### src/rtl/pipeline_pkg.sv
// Shared pipeline definitions: register-zero constant, hazard FSM states and the
// mult/div latency default that ALU64 and the hazard controller must agree on.
package pipeline_pkg;

  localparam logic [4:0] REG_ZERO           = 5'd0;
  localparam int         MULDIV_LAT_DEFAULT = 4;

  typedef enum logic {
    HZ_IDLE = 1'b0,
    HZ_BUSY = 1'b1
  } hz_state_e;

endpackage

### src/rtl/sat_counter.sv
// Free-running event counter that sticks at all-ones instead of wrapping.
module sat_counter #(
  parameter int CNT_W = 32
) (
  input  logic             Clk,
  input  logic             Rst,
  input  logic             inc,
  output logic [CNT_W-1:0] count
);

  logic [CNT_W-1:0] count_q, count_d;

  always_comb begin
    count_d = count_q;
    if (inc && (count_q != '1)) begin
      count_d = count_q + 1'b1;
    end
  end

  always_ff @(posedge Clk or negedge Rst) begin
    if (!Rst) begin
      count_q <= '0;
    end else begin
      count_q <= count_d;
    end
  end

  assign count = count_q;

endmodule

### src/rtl/pipeline_hazard_ctrl.sv
// Hazard scheduler for the 5-stage MIPS pipeline: load-use stalls, EX redirects,
// HI/LO busy window tracking and saturating stall/flush performance counters.
module pipeline_hazard_ctrl
  import pipeline_pkg::*;
#(
  parameter int MULDIV_LAT = MULDIV_LAT_DEFAULT,
  parameter int CNT_W      = 32
) (
  input  logic             Clk,
  input  logic             Rst,
  input  logic [4:0]       Rs_DEC,
  input  logic [4:0]       Rt_DEC,
  input  logic             UsesRs_DEC,
  input  logic             UsesRt_DEC,
  input  logic             MulDiv_DEC,
  input  logic             ReadsHiLo_DEC,
  input  logic             MemRead_EX,
  input  logic [4:0]       Dest_EX,
  input  logic             Redirect_EX,
  output logic             PCWrite,
  output logic             IFDWrite,
  output logic             FlushIF,
  output logic             BubbleDEC,
  output logic             HiLoBusy,
  output logic [CNT_W-1:0] StallCount,
  output logic [CNT_W-1:0] FlushCount
);

  localparam int CW = $clog2(MULDIV_LAT + 1);

  generate
    if ((MULDIV_LAT < 1) || (MULDIV_LAT > 15)) begin : g_bad_lat
      $error("pipeline_hazard_ctrl: MULDIV_LAT must be in 1..15");
    end
  endgenerate

  hz_state_e      state_q, state_d;
  logic [CW-1:0]  cnt_q, cnt_d;
  logic           loaduse;
  logic           hilo_stall;
  logic           stall;
  logic           issue;

  always_comb begin
    loaduse    = MemRead_EX && (Dest_EX != REG_ZERO) &&
                 ((UsesRs_DEC && (Rs_DEC == Dest_EX)) ||
                  (UsesRt_DEC && (Rt_DEC == Dest_EX)));
    hilo_stall = (state_q == HZ_BUSY) && (MulDiv_DEC || ReadsHiLo_DEC);
    stall      = (loaduse || hilo_stall) && !Redirect_EX;
    issue      = MulDiv_DEC && !stall && !Redirect_EX;
  end

  // Priority mux; while reset is held the pipeline runs with normal-flow controls.
  always_comb begin
    PCWrite   = 1'b1;
    IFDWrite  = 1'b1;
    FlushIF   = 1'b0;
    BubbleDEC = 1'b0;
    if (Rst) begin
      if (Redirect_EX) begin
        FlushIF   = 1'b1;
        BubbleDEC = 1'b1;
      end else if (stall) begin
        PCWrite   = 1'b0;
        IFDWrite  = 1'b0;
        BubbleDEC = 1'b1;
      end
    end
  end

  // HI/LO window: a redirect does not stop an op that already left DEC.
  always_comb begin
    state_d = state_q;
    cnt_d   = cnt_q;
    case (state_q)
      HZ_IDLE: begin
        if (issue) begin
          cnt_d   = CW'(MULDIV_LAT);
          state_d = HZ_BUSY;
        end
      end
      HZ_BUSY: begin
        if (issue) begin
          cnt_d = CW'(MULDIV_LAT);
        end else if (cnt_q == CW'(1)) begin
          cnt_d   = '0;
          state_d = HZ_IDLE;
        end else begin
          cnt_d = cnt_q - CW'(1);
        end
      end
      default: begin
        cnt_d   = '0;
        state_d = HZ_IDLE;
      end
    endcase
  end

  always_ff @(posedge Clk or negedge Rst) begin
    if (!Rst) begin
      state_q <= HZ_IDLE;
      cnt_q   <= '0;
    end else begin
      state_q <= state_d;
      cnt_q   <= cnt_d;
    end
  end

  assign HiLoBusy = (state_q == HZ_BUSY);

  sat_counter #(.CNT_W(CNT_W)) u_stall_cnt (
    .Clk   (Clk),
    .Rst   (Rst),
    .inc   (stall),
    .count (StallCount)
  );

  sat_counter #(.CNT_W(CNT_W)) u_flush_cnt (
    .Clk   (Clk),
    .Rst   (Rst),
    .inc   (Redirect_EX),
    .count (FlushCount)
  );

endmodule

### config.mk
export PLATFORM = sky130hd
export DESIGN_NAME = pipeline_hazard_ctrl
export DESIGN_NICKNAME = d
export VERILOG_FILES = /design/src/rtl/pipeline_pkg.sv /design/src/rtl/sat_counter.sv /design/src/rtl/pipeline_hazard_ctrl.sv
export SDC_FILE = /design/constraint.sdc
export NUM_CORES = 1
export LEC_CHECK = 0
export ABC_CLOCK_PERIOD_IN_PS = 2750
export CELL_PAD_IN_SITES_DETAIL_PLACEMENT = 2
export CELL_PAD_IN_SITES_GLOBAL_PLACEMENT = 2
export CORE_ASPECT_RATIO = 1.25
export CORE_UTILIZATION = 30
export DETAILED_ROUTE_END_ITERATION = 10
export HOLD_SLACK_MARGIN = 0.08
export PLACE_DENSITY = 0.91
export SLEW_MARGIN = 20
export SYNTH_ARGS = -nofsm -noshare
export SYNTH_HDL_FRONTEND = slang
export SYNTH_SLANG_ARGS = --single-unit
### constraint.sdc
create_clock -name Clk -period 2.75 [get_ports Clk]
set_input_delay 0.55 -clock Clk [delete_from_list [all_inputs] [get_ports Clk]]
set_output_delay 0.55 -clock Clk [all_outputs]
set_load 0.01 [all_outputs]
==> run metrics, run 1 <==
cts bufs inserted=9; TritonCTS sink count=68; global route hottest layer=met2; Fin Hold WS=0.111 ns; worst-path cell chain=dlygate4sd2_1, or4_4, o21a_1, a21oi_2, nor2_1, nand2_1, buf_2; Final Cell Area=5030 um^2; Post-CTS Hold Buffers=0; Arr. time, crit path=2.14 ns; Startpoint Class=input pin; fill count=1123; CTS tree=built; Leakage=2.31 nW; worst reg2reg path depth=8; Starting DRT DRC Count=92; Ant. Diodes=0; grt met2 use=34.4%; part of the power in combinational logic=22.1%; fraction of layout cells with a size suffix above 1=14.1%; Tmin final=2.69 ns; Area growth syn-to-layout=46.2%; Slew Limit Fails=0; pin count of the biggest net entering global routing=38; die extent in y=122 um; Flop pwr share=39.7%; Reg clk slew, reported paths=0.06 ns; worst skew pair latency=0.33 ns; grt total ovfl=0; M1 GR Usage=22.0%; Hold WC Path Type=in -> async; slowest CP cell=or4_4; core area=11100 um^2; Netlist cell types=43; antenna violations before repair=0; Ports=92; #FFs+latches synth=68; Post-Synthesis Cells=332; Least-Margin Pin Slew=0.549 ns; WP data required=2.20 ns; Internal=2.32 mW; clock root buffer=clkbuf_16; Switching Fraction=28.7%; Synthesized Nets=359; vias post-DR=3000; register area share after synthesis=49.5%; setup slack, reg-to-reg=0.35 ns; worst path bufs/invs=2; Port Buf Inserts=91; placed inst area=4600 um^2; die area=11900 um^2; mean post-synth cell area=10.4 um^2; Routed WL=10700 um; FMAX=371 MHz; gpl congestion=0.750; Site Rows=43; final hold viol count=0; Max clock buf depth=2; met3 global-route usage=3.16%; failing checks=DRC; relative slew slack=63.4%; vias in the first global route=3367; die width=97.8 um; DR pass1 iterations=7; gr usage total=19.0%; RSZ-0062 raised after global routing=false; Crit Path Max Fanout=3; Post-DP HPWL=7780 um; Worst VDD drop=462 uV; WP depth=7; critical path class=in -> out; Crit path max-delay family=simple AND/OR/NAND/NOR gates; cell area after synthesis=3440 um^2; H-Tree Depth=3; Critical Path Max Stage Delay=0.55 ns; post-layout util=45.1%; Clock power frac=38.2%; Final ANT Viol Nets=0; capture point of the worst reg-to-reg path=u_flush_cnt.count[4]; CP Capture Type=output port; Yosys Warn Count=0; starting density of the core=30.9%; first-pass GRT wire length=17500 um; # nets final=475; fin crit share=98.0%; maxcap violations=0; Final setup viols=0; residual DRC count=13; average wire per standard cell=18.1 um; Switching Power=935 uW; r2r startpoint=u_flush_cnt.count[0]; drt via density=5.10; Worst Skew=0.00661 ns; status=finished with violations; Pwr Density=647 nW/um^2
-- synthesized netlist by cell type, drive strengths merged --
| cell type | n | area [um^2] |
|---|---|---|
| nand3b | 1 | 7.51 |
| o21ai | 2 | 10.0 |
| and4 | 3 | 28.8 |
| a21oi | 6 | 30.0 |
| ha | 4 | 50.1 |
| nand4 | 15 | 93.8 |
| xor2 | 41 | 359 |
| nand2 | 28 | 105 |
| or2 | 1 | 6.26 |
| a31oi | 3 | 18.8 |
| and3b | 1 | 8.76 |
| mux2i | 1 | 10.0 |
| o22ai | 1 | 6.26 |
| nand2b | 1 | 6.26 |
| dfrtp | 68 | 1700 |
| a21boi | 1 | 7.51 |
| buf | 5 | 36.3 |
| nor4 | 13 | 106 |
| xnor2 | 29 | 254 |
| or4 | 1 | 7.51 |
| nor3 | 17 | 95.1 |
| a211oi | 1 | 7.51 |
| clkbuf | 1 | 3.75 |
| and3 | 8 | 51.3 |
| o2111ai | 1 | 8.76 |
| nor2 | 24 | 90.1 |
| and2 | 4 | 25.0 |
| o211ai | 1 | 12.5 |
| nand3 | 28 | 153 |
| or3 | 3 | 23.8 |
| o21a | 3 | 22.5 |
| mux2 | 3 | 33.8 |
| and2b | 1 | 7.51 |
| a211o | 1 | 8.76 |
| inv | 11 | 41.3 |
-- what timing repair did --
item,4_1_cts,5_1_grt
cloned,0,0
pin swaps,9,6
endpoints found under the setup margin,3,8
gates resized for setup,30,11
buffers inserted,3,0
-- placed cells by master, fill, tap and decap left out, drive strengths merged, types with 4 or more instances in the layout --
master / netlist / routed
xor2: 41 / 41
nor2: 24 / 24
dfrtp: 68 / 68
and3: 8 / 8
nand4: 15 / 15
ha: 4 / 4
and2: 4 / 4
a21oi: 6 / 6
nand2: 28 / 28
dlygate4sd2: 0 / 5
nor3: 17 / 17
dlymetal6s2s: 0 / 8
nor4: 13 / 13
xnor2: 29 / 29
clkbuf: 1 / 12
buf: 5 / 24
clkdlybuf4s50: 0 / 74
nand3: 28 / 28
inv: 11 / 11
-- routing by layer --
layer	vias up	part of all wire (%)
met5	-	0
met4	0	2.2
met3	16	3.9
met2	71	53
met1	1527	41
li1	1386	-
-- power groups by stage --
stage	Clock [mW]	Sequential [mW]	Combinational [mW]
global placement	0	1.29	0.668
global route	1.31	1.31	0.793
floorplan	0	1.30	0.300
CTS	1.27	1.29	0.728
detailed placement	0	1.31	0.712
finish	1.24	1.29	0.720
-- area by class of cell --
type | instances | area (um^2) | share of cell area, %
clock buffers | 12 | 246 | 4.90
clock inverters | 4 | 72.6 | 1.44
inverters | 11 | 41.3 | 0.822
multi-input cells | 247 | 1730 | 34.3
flip-flops and latches | 68 | 1700 | 33.9
well taps | 135 | 169 | 3.36
repair buffers | 111 | 1070 | 21.3
-- kinds of logic after synthesis --
kind of cell / count (synthesis) / synth area share (%)
XOR/XNOR: 70 / 17.8
flip-flops: 68 / 49.5
buffers and inverters: 17 / 2.37
adder cells (fa/ha/maj): 4 / 1.46
multiplexers: 4 / 1.27
AO/OA/AOI/OAI: 20 / 3.86
AND/OR/NAND/NOR: 149 / 23.7
-- worst max-delay path by stage --
stage | startpoint | end
after CTS | Rt_DEC[2] | IFDWrite
after detailed placement | Dest_EX[2] | BubbleDEC
after floorplan | Dest_EX[1] | PCWrite
after global placement | Dest_EX[1] | PCWrite
final | Dest_EX[1] | IFDWrite
after global routing | Dest_EX[1] | IFDWrite
-- registers in the layout (all words and copies together), names as in the netlist --
signal             count
cnt_q                  3
u_stall_cnt.count     32
u_flush_cnt.count     32
HiLoBusy               1
-- stage by stage --
stage / worst slack, ns / std cells / total power, mW / setup TNS [ns]
2_1_floorplan: 0.347 / 332 / 1.60 / 0
3_3_place_gp: -0.386 / 569 / 1.96 / -1.72
3_5_place_dp: -0.530 / 569 / 2.02 / -4.93
4_1_cts: 0.0230 / 588 / 3.29 / 0
5_1_grt: 0.00267 / 588 / 3.41 / 0
6_report: 0.0560 / 588 / 3.25 / 0
No activity file was read; power rests on OpenSTA's default activity.
==> run 2, diff against run 1 <==
CELL_PAD_IN_SITES_DETAIL_PLACEMENT = 1   (was 2)
CELL_PAD_IN_SITES_GLOBAL_PLACEMENT = 1   (was 2)
CORE_UTILIZATION = 37   (was 30)
RECOVER_POWER = 50   (was default)
==> run metrics, run 2 (synthesis results as in run 1) <==
status=complete, no violations; Least-Margin Pin Slew=1.31 ns (+0.760 ns); Routed WL=9880 um (-7.4%); RSZ-0062 raised after global routing=false; WP data required=2.20 ns (about the same); Tot Pwr=2.89 mW (-11%); pin count of the biggest net entering global routing=37 (-2.6%); Tmin final=2.64 ns (-0.0514 ns); metal3 WL=457 um (+11%); post-CTS setup buffer count=0 (-3); relative slew slack=12.8% (-51 points); Startpoint Class=input pin; average wire per standard cell=17.3 um (-4.6%); drt via density=5.20 (+2.0%); most common cell after layout, fill and taps aside=dfrtp_1; cts bufs inserted=9 (unchanged); Slew Limit Fails=0 (unchanged); clock root buffer=clkbuf_8; Crit Path Max Fanout=3 (unchanged); worst path bufs/invs=2 (unchanged); Hold Path Stages=1; first-pass GRT wire length=15800 um (-9.7%); slowest CP cell=clkdlybuf4s50_1; part of the power in combinational logic=23.9% (+1.8 points); Final ANT Viol Nets=0 (unchanged); vias in the first global route=3211 (-4.6%); gr usage total=21.6% (+2.6 points); Area growth syn-to-layout=39.9%; worst skew pair latency=0.35 ns (+0.02 ns); fraction of layout cells with a size suffix above 1=11.5% (-2.6 points); worst-path cell chain=clkdlybuf4s50_1, xnor2_1, nand4_1, o22ai_2, a21oi_2, nor2_1, nand2_1, buf_2; setup slack, reg-to-reg=0.35 ns (about the same); vias post-DR=2971 (-0.97%); Flop pwr share=44.3% (+4.6 points); DR pass1 iterations=4 (-3); worst reg2reg path depth=7 (-1); die area=9680 um^2 (-19%); Ports=92 (unchanged); Post-DP HPWL=7320 um (-5.9%); WL met2=5290 um (-6.0%); maxcap violations=0 (unchanged); Worst VDD drop=568 uV (+23%); # nets final=473 (-0.42%); Max clock buf depth=2 (unchanged); Final Cell Area=4810 um^2 (-4.3%); die extent in y=110 um (-9.8%); fill count=980 (-13%); Clock power frac=31.8% (-6.4 points); starting density of the core=38.9% (+8.0 points); final hold viol count=0 (unchanged); Final setup viols=0 (unchanged); CP Capture Type=output port; H-Tree Depth=3 (unchanged); commonest non-fill, non-tap cells in the layout=dfrtp_1, clkdlybuf4s50_1, xor2_1; Starting DRT DRC Count=57 (-38%); Arr. time, crit path=2.09 ns (-0.05 ns); critical path class=in -> out; CTS tree=built; met1 wire length=3940 um (-10%); Internal=2.02 mW (-13%); Reg clk slew, reported paths=0.07 ns (about the same); Port Buf Inserts=91 (unchanged); Site Rows=38 (-12%); Hold Path Origin=u_flush_cnt.count[22]; WHS Endpoint=u_flush_cnt.count[22]; capture point of the worst reg-to-reg path=u_flush_cnt.count[27]; Critical Path Max Stage Delay=0.52 ns (-0.03 ns); Hold WC Path Type=reg -> reg; die width=88.2 um (-9.8%); Worst Skew=0.0132 ns (+0.00661 ns); Leakage=2.26 nW (-2.3%); Pwr Density=602 nW/um^2 (-7.0%); r2r startpoint=u_flush_cnt.count[0]; FMAX=378 MHz (+1.9%); TritonCTS sink count=68 (unchanged); Switching Power=873 uW (-6.6%); gpl congestion=0.789 (+5.1%); Switching Fraction=30.2% (+1.4 points); placed inst area=4580 um^2 (-0.41%); Top Metal Used=met4; grt total ovfl=0 (unchanged); residual DRC count=0 (-13); antenna violations before repair=0 (unchanged); fin crit share=96.1% (-1.9 points); Ant. Diodes=0 (unchanged); core area=8840 um^2 (-21%); Crit path max-delay family=buffers and inverters
[run 2: changes by cell type in the layout (fill, tap and decap cells not counted), moves of 3 or more]
| cell | delta |
|---|---|
| buf_6 | -4 |
| dlygate4sd2_1 | -3 |
| clkbuf_16 | -9 |
| clkdlybuf4s50_1 | -24 |
| dlymetal6s2s_1 | -5 |
| dlygate4sd3_1 | +33 |
| xnor2_1 | +6 |
| clkbuf_8 | +9 |
| xnor2_2 | -6 |
[run 2: how the worst max path moves through the flow]
stage	start	endpoint	slack, ns	cells past startpoint
floorplan	Dest_EX[1]	PCWrite	0.35	6
global placement	Dest_EX[1]	IFDWrite	-0.42	7
detailed placement	Dest_EX[2]	IFDWrite	-0.43	7
CTS	Dest_EX[2]	BubbleDEC	0.007	7
global route	Rs_DEC[4]	IFDWrite	0.01	8
finish	Rs_DEC[4]	IFDWrite	0.11	8
[run 2: metrics by stage]
step           utilization, %  hold slack, ns  setup TNS [ns]  cells  setup slack, ns
2_1_floorplan               -           0.254               0    332            0.347
3_3_place_gp             51.8           0.436           -1.24    554           -0.423
3_5_place_dp             51.8           0.443           -1.95    554           -0.432
4_1_cts                  54.3           0.497               0    571          0.00737
5_1_grt                  54.4           0.506               0    571           0.0139
6_report                 54.4           0.489               0    571            0.107
[run 2: final cells by class]
| cell class | instances | area (um^2) | share of cell area [%] |
|---|---|---|---|
| inverter | 11 | 41.3 | 0.858 |
| multi-input combinational | 247 | 1670 | 34.8 |
| sequential | 68 | 1700 | 35.4 |
| tap | 120 | 150 | 3.12 |
| clock inverter | 4 | 72.6 | 1.51 |
| timing repair buffer | 109 | 1030 | 21.4 |
| clock buffer | 12 | 145 | 3.02 |
[run 2: metal layers]
metal	vias to the layer above	track usage, %
met2	73	39.8
met4	0	10.0
met3	12	3.53
met5	-	0
li1	1381	-
met1	1505	23.9
[run 2: what timing repair did]
item	in CTS	in global routing
pin swaps	5	6
gates resized for setup	18	5
hold endpoints to repair	8	0
hold buffers	1	0
endpoints found under the setup margin	3	3
[run 2: worst register-to-register path, stage by stage (launching register included)]
cell and delay, ns:
dfrtp_1 0.46, ha_1 0.25, inv_1 0.08, nor4_1 0.46
nand2_1 0.19, o2111ai_1 0.54, nor2_1 0.14, xor2_1 0.17
[run 2: power groups by stage]
stage,Clock [mW],Combinational (mW),Sequential (mW)
after floorplan,0,0.300,1.30
after global placement,0,0.667,1.28
after detailed placement,0,0.704,1.30
after CTS,0.941,0.707,1.28
after global routing,0.986,0.755,1.30
final,0.922,0.692,1.28
==> run 3, diff against run 2 <==
MAX_ROUTING_LAYER = met4   (was default)
==> run metrics, run 3 (synthesis results as in run 1) <==
gpl congestion=0.800 (+1.4%); Tmin final=2.64 ns (-0.00590 ns); final hold viol count=0 (unchanged); Reg clk slew, reported paths=0.07 ns (about the same); residual DRC count=0 (unchanged); fraction of layout cells with a size suffix above 1=11.5% (unchanged); worst skew pair latency=0.35 ns (about the same); Pwr Density=602 nW/um^2 (about the same); clock root buffer=clkbuf_8; Clock power frac=31.8% (about the same); Worst Skew=0.0135 ns (+0.000236 ns); Worst VDD drop=568 uV (about the same); part of the power in combinational logic=23.9% (about the same); WP data required=2.20 ns (about the same); Starting DRT DRC Count=50 (-12%); Area growth syn-to-layout=39.9% (unchanged); Internal=2.02 mW (about the same); critical path class=in -> out; RSZ-0062 raised after global routing=false; Critical Path Max Stage Delay=0.52 ns (about the same); Crit Path Max Fanout=3 (unchanged); Slew Limit Fails=0 (unchanged); CP Capture Type=output port; Least-Margin Pin Slew=1.31 ns (-0.00307 ns); # nets final=473 (unchanged); Fin Setup TNS=0 ns (unchanged); vias post-DR=2988 (+0.57%); cts bufs inserted=9 (unchanged); register area=1700 um^2 (unchanged); Tot Pwr=2.90 mW (about the same); Crit path max-delay family=buffers and inverters; area occupied by multi-input gates=1670 um^2 (unchanged); Max clock buf depth=2 (unchanged); Switching Fraction=30.2% (about the same); Final setup viols=0 (unchanged); Site Rows=38 (unchanged); H-Tree Depth=3 (unchanged); starting density of the core=38.9% (unchanged); Hold WC Path Type=reg -> reg; metal3 WL=439 um (-3.9%); gr usage total=22.2% (+0.61 points); relative slew slack=13.0% (+0.20 points); drt via density=5.23 (+0.57%); die area=9680 um^2 (unchanged); WL met2=5290 um (about the same); die width=88.2 um (unchanged); most common cell after layout, fill and taps aside=dfrtp_1; average wire per standard cell=17.3 um (about the same); Flop pwr share=44.3% (about the same); Arr. time, crit path=2.09 ns (about the same); die extent in y=110 um (unchanged); worst path bufs/invs=2 (unchanged); worst-path cell chain=clkdlybuf4s50_1, xnor2_1, nand4_1, o22ai_2, a21oi_2, nor2_1, nand2_1, buf_2; first-pass GRT wire length=15800 um (about the same); Switching Power=875 uW (+0.12%); DR pass1 iterations=4 (unchanged); Routed WL=9890 um (about the same); Fin Hold WS=0.489 ns (+0.0000310 ns); vias in the first global route=3213 (+0.062%); status=complete, no violations; Final ANT Viol Nets=0 (unchanged); Leakage=2.26 nW (unchanged); slowest CP cell=clkdlybuf4s50_1; met1 wire length=3960 um (+0.53%); Post-DP HPWL=7320 um (unchanged); core area=8840 um^2 (unchanged); antenna violations before repair=0 (unchanged); fill count=980 (unchanged); grt total ovfl=0 (unchanged); Port Buf Inserts=91 (unchanged); maxcap violations=0 (unchanged); FMAX=379 MHz (+0.22%); commonest non-fill, non-tap cells in the layout=dfrtp_1, clkdlybuf4s50_1, xor2_1; setup slack, reg-to-reg=0.35 ns (about the same); Startpoint Class=input pin; CTS tree=built; Ports=92 (unchanged); Ant. Diodes=0 (unchanged); Top Metal Used=met4; fin crit share=95.9% (-0.21 points); pin count of the biggest net entering global routing=37 (unchanged); TritonCTS sink count=68 (unchanged)
-- run 3: cell counts in the layout (fill, tap and decap cells not counted) --
Identical to the previous run, type by type.
-- run 3: cell type report --
| type | count | area share (%) |
|---|---|---|
| clock inverter | 4 | 1.51 |
| timing repair buffer | 109 | 21.4 |
| tap | 120 | 3.12 |
| sequential | 68 | 35.4 |
| inverter | 11 | 0.858 |
| clock buffer | 12 | 3.02 |
| multi-input combinational | 247 | 34.8 |
-- run 3: worst paths after layout --
path / start / to / depth (start not counted)
setup / recovery: Rs_DEC[4] / IFDWrite / 8
hold / removal: u_flush_cnt.count[22] / u_flush_cnt.count[22] / 1
setup reg to reg: u_flush_cnt.count[0] / u_flush_cnt.count[27] / 7
hold reg to reg: u_flush_cnt.count[22] / u_flush_cnt.count[22] / 1
max in group asynchronous: Rst / u_stall_cnt.count[18] / 3
min in group asynchronous: Rst / u_flush_cnt.count[26] / 2
-- run 3: stage by stage --
stage / util [%] / std cells / cell area (um^2) / setup slack [ns]
4_1_cts: 54.3 / 571 / 4810 / 0.00737
2_1_floorplan: - / 332 / 3440 / 0.347
6_report: 54.4 / 571 / 4810 / 0.113
5_1_grt: 54.4 / 571 / 4810 / 0.0139
3_3_place_gp: 51.8 / 554 / 4580 / -0.423
3_5_place_dp: 51.8 / 554 / 4580 / -0.432
-- run 3: routing by layer --
metal  vias up  track usage (%)
met5         -                -
met4         0             10.0
met3        13             3.23
met2        78             39.8
met1      1516             24.0
li1       1381                -
-- run 3: power groups by stage --
stage	registers (mW)	logic (mW)	clock network, mW
floorplan	1.30	0.300	0
global route	1.30	0.754	0.986
global placement	1.28	0.667	0
CTS	1.28	0.707	0.941
detailed placement	1.30	0.704	0
finish	1.28	0.692	0.922
-- run 3: repair_timing --
item | CTS | global route
pin swaps | 5 | 6
cloned | 0 | 0
hold endpoints to repair | 8 | 0
buffers inserted | 0 | 0
endpoints found under the setup margin | 3 | 3
hold buffers | 1 | 0
gates resized for setup | 18 | 5
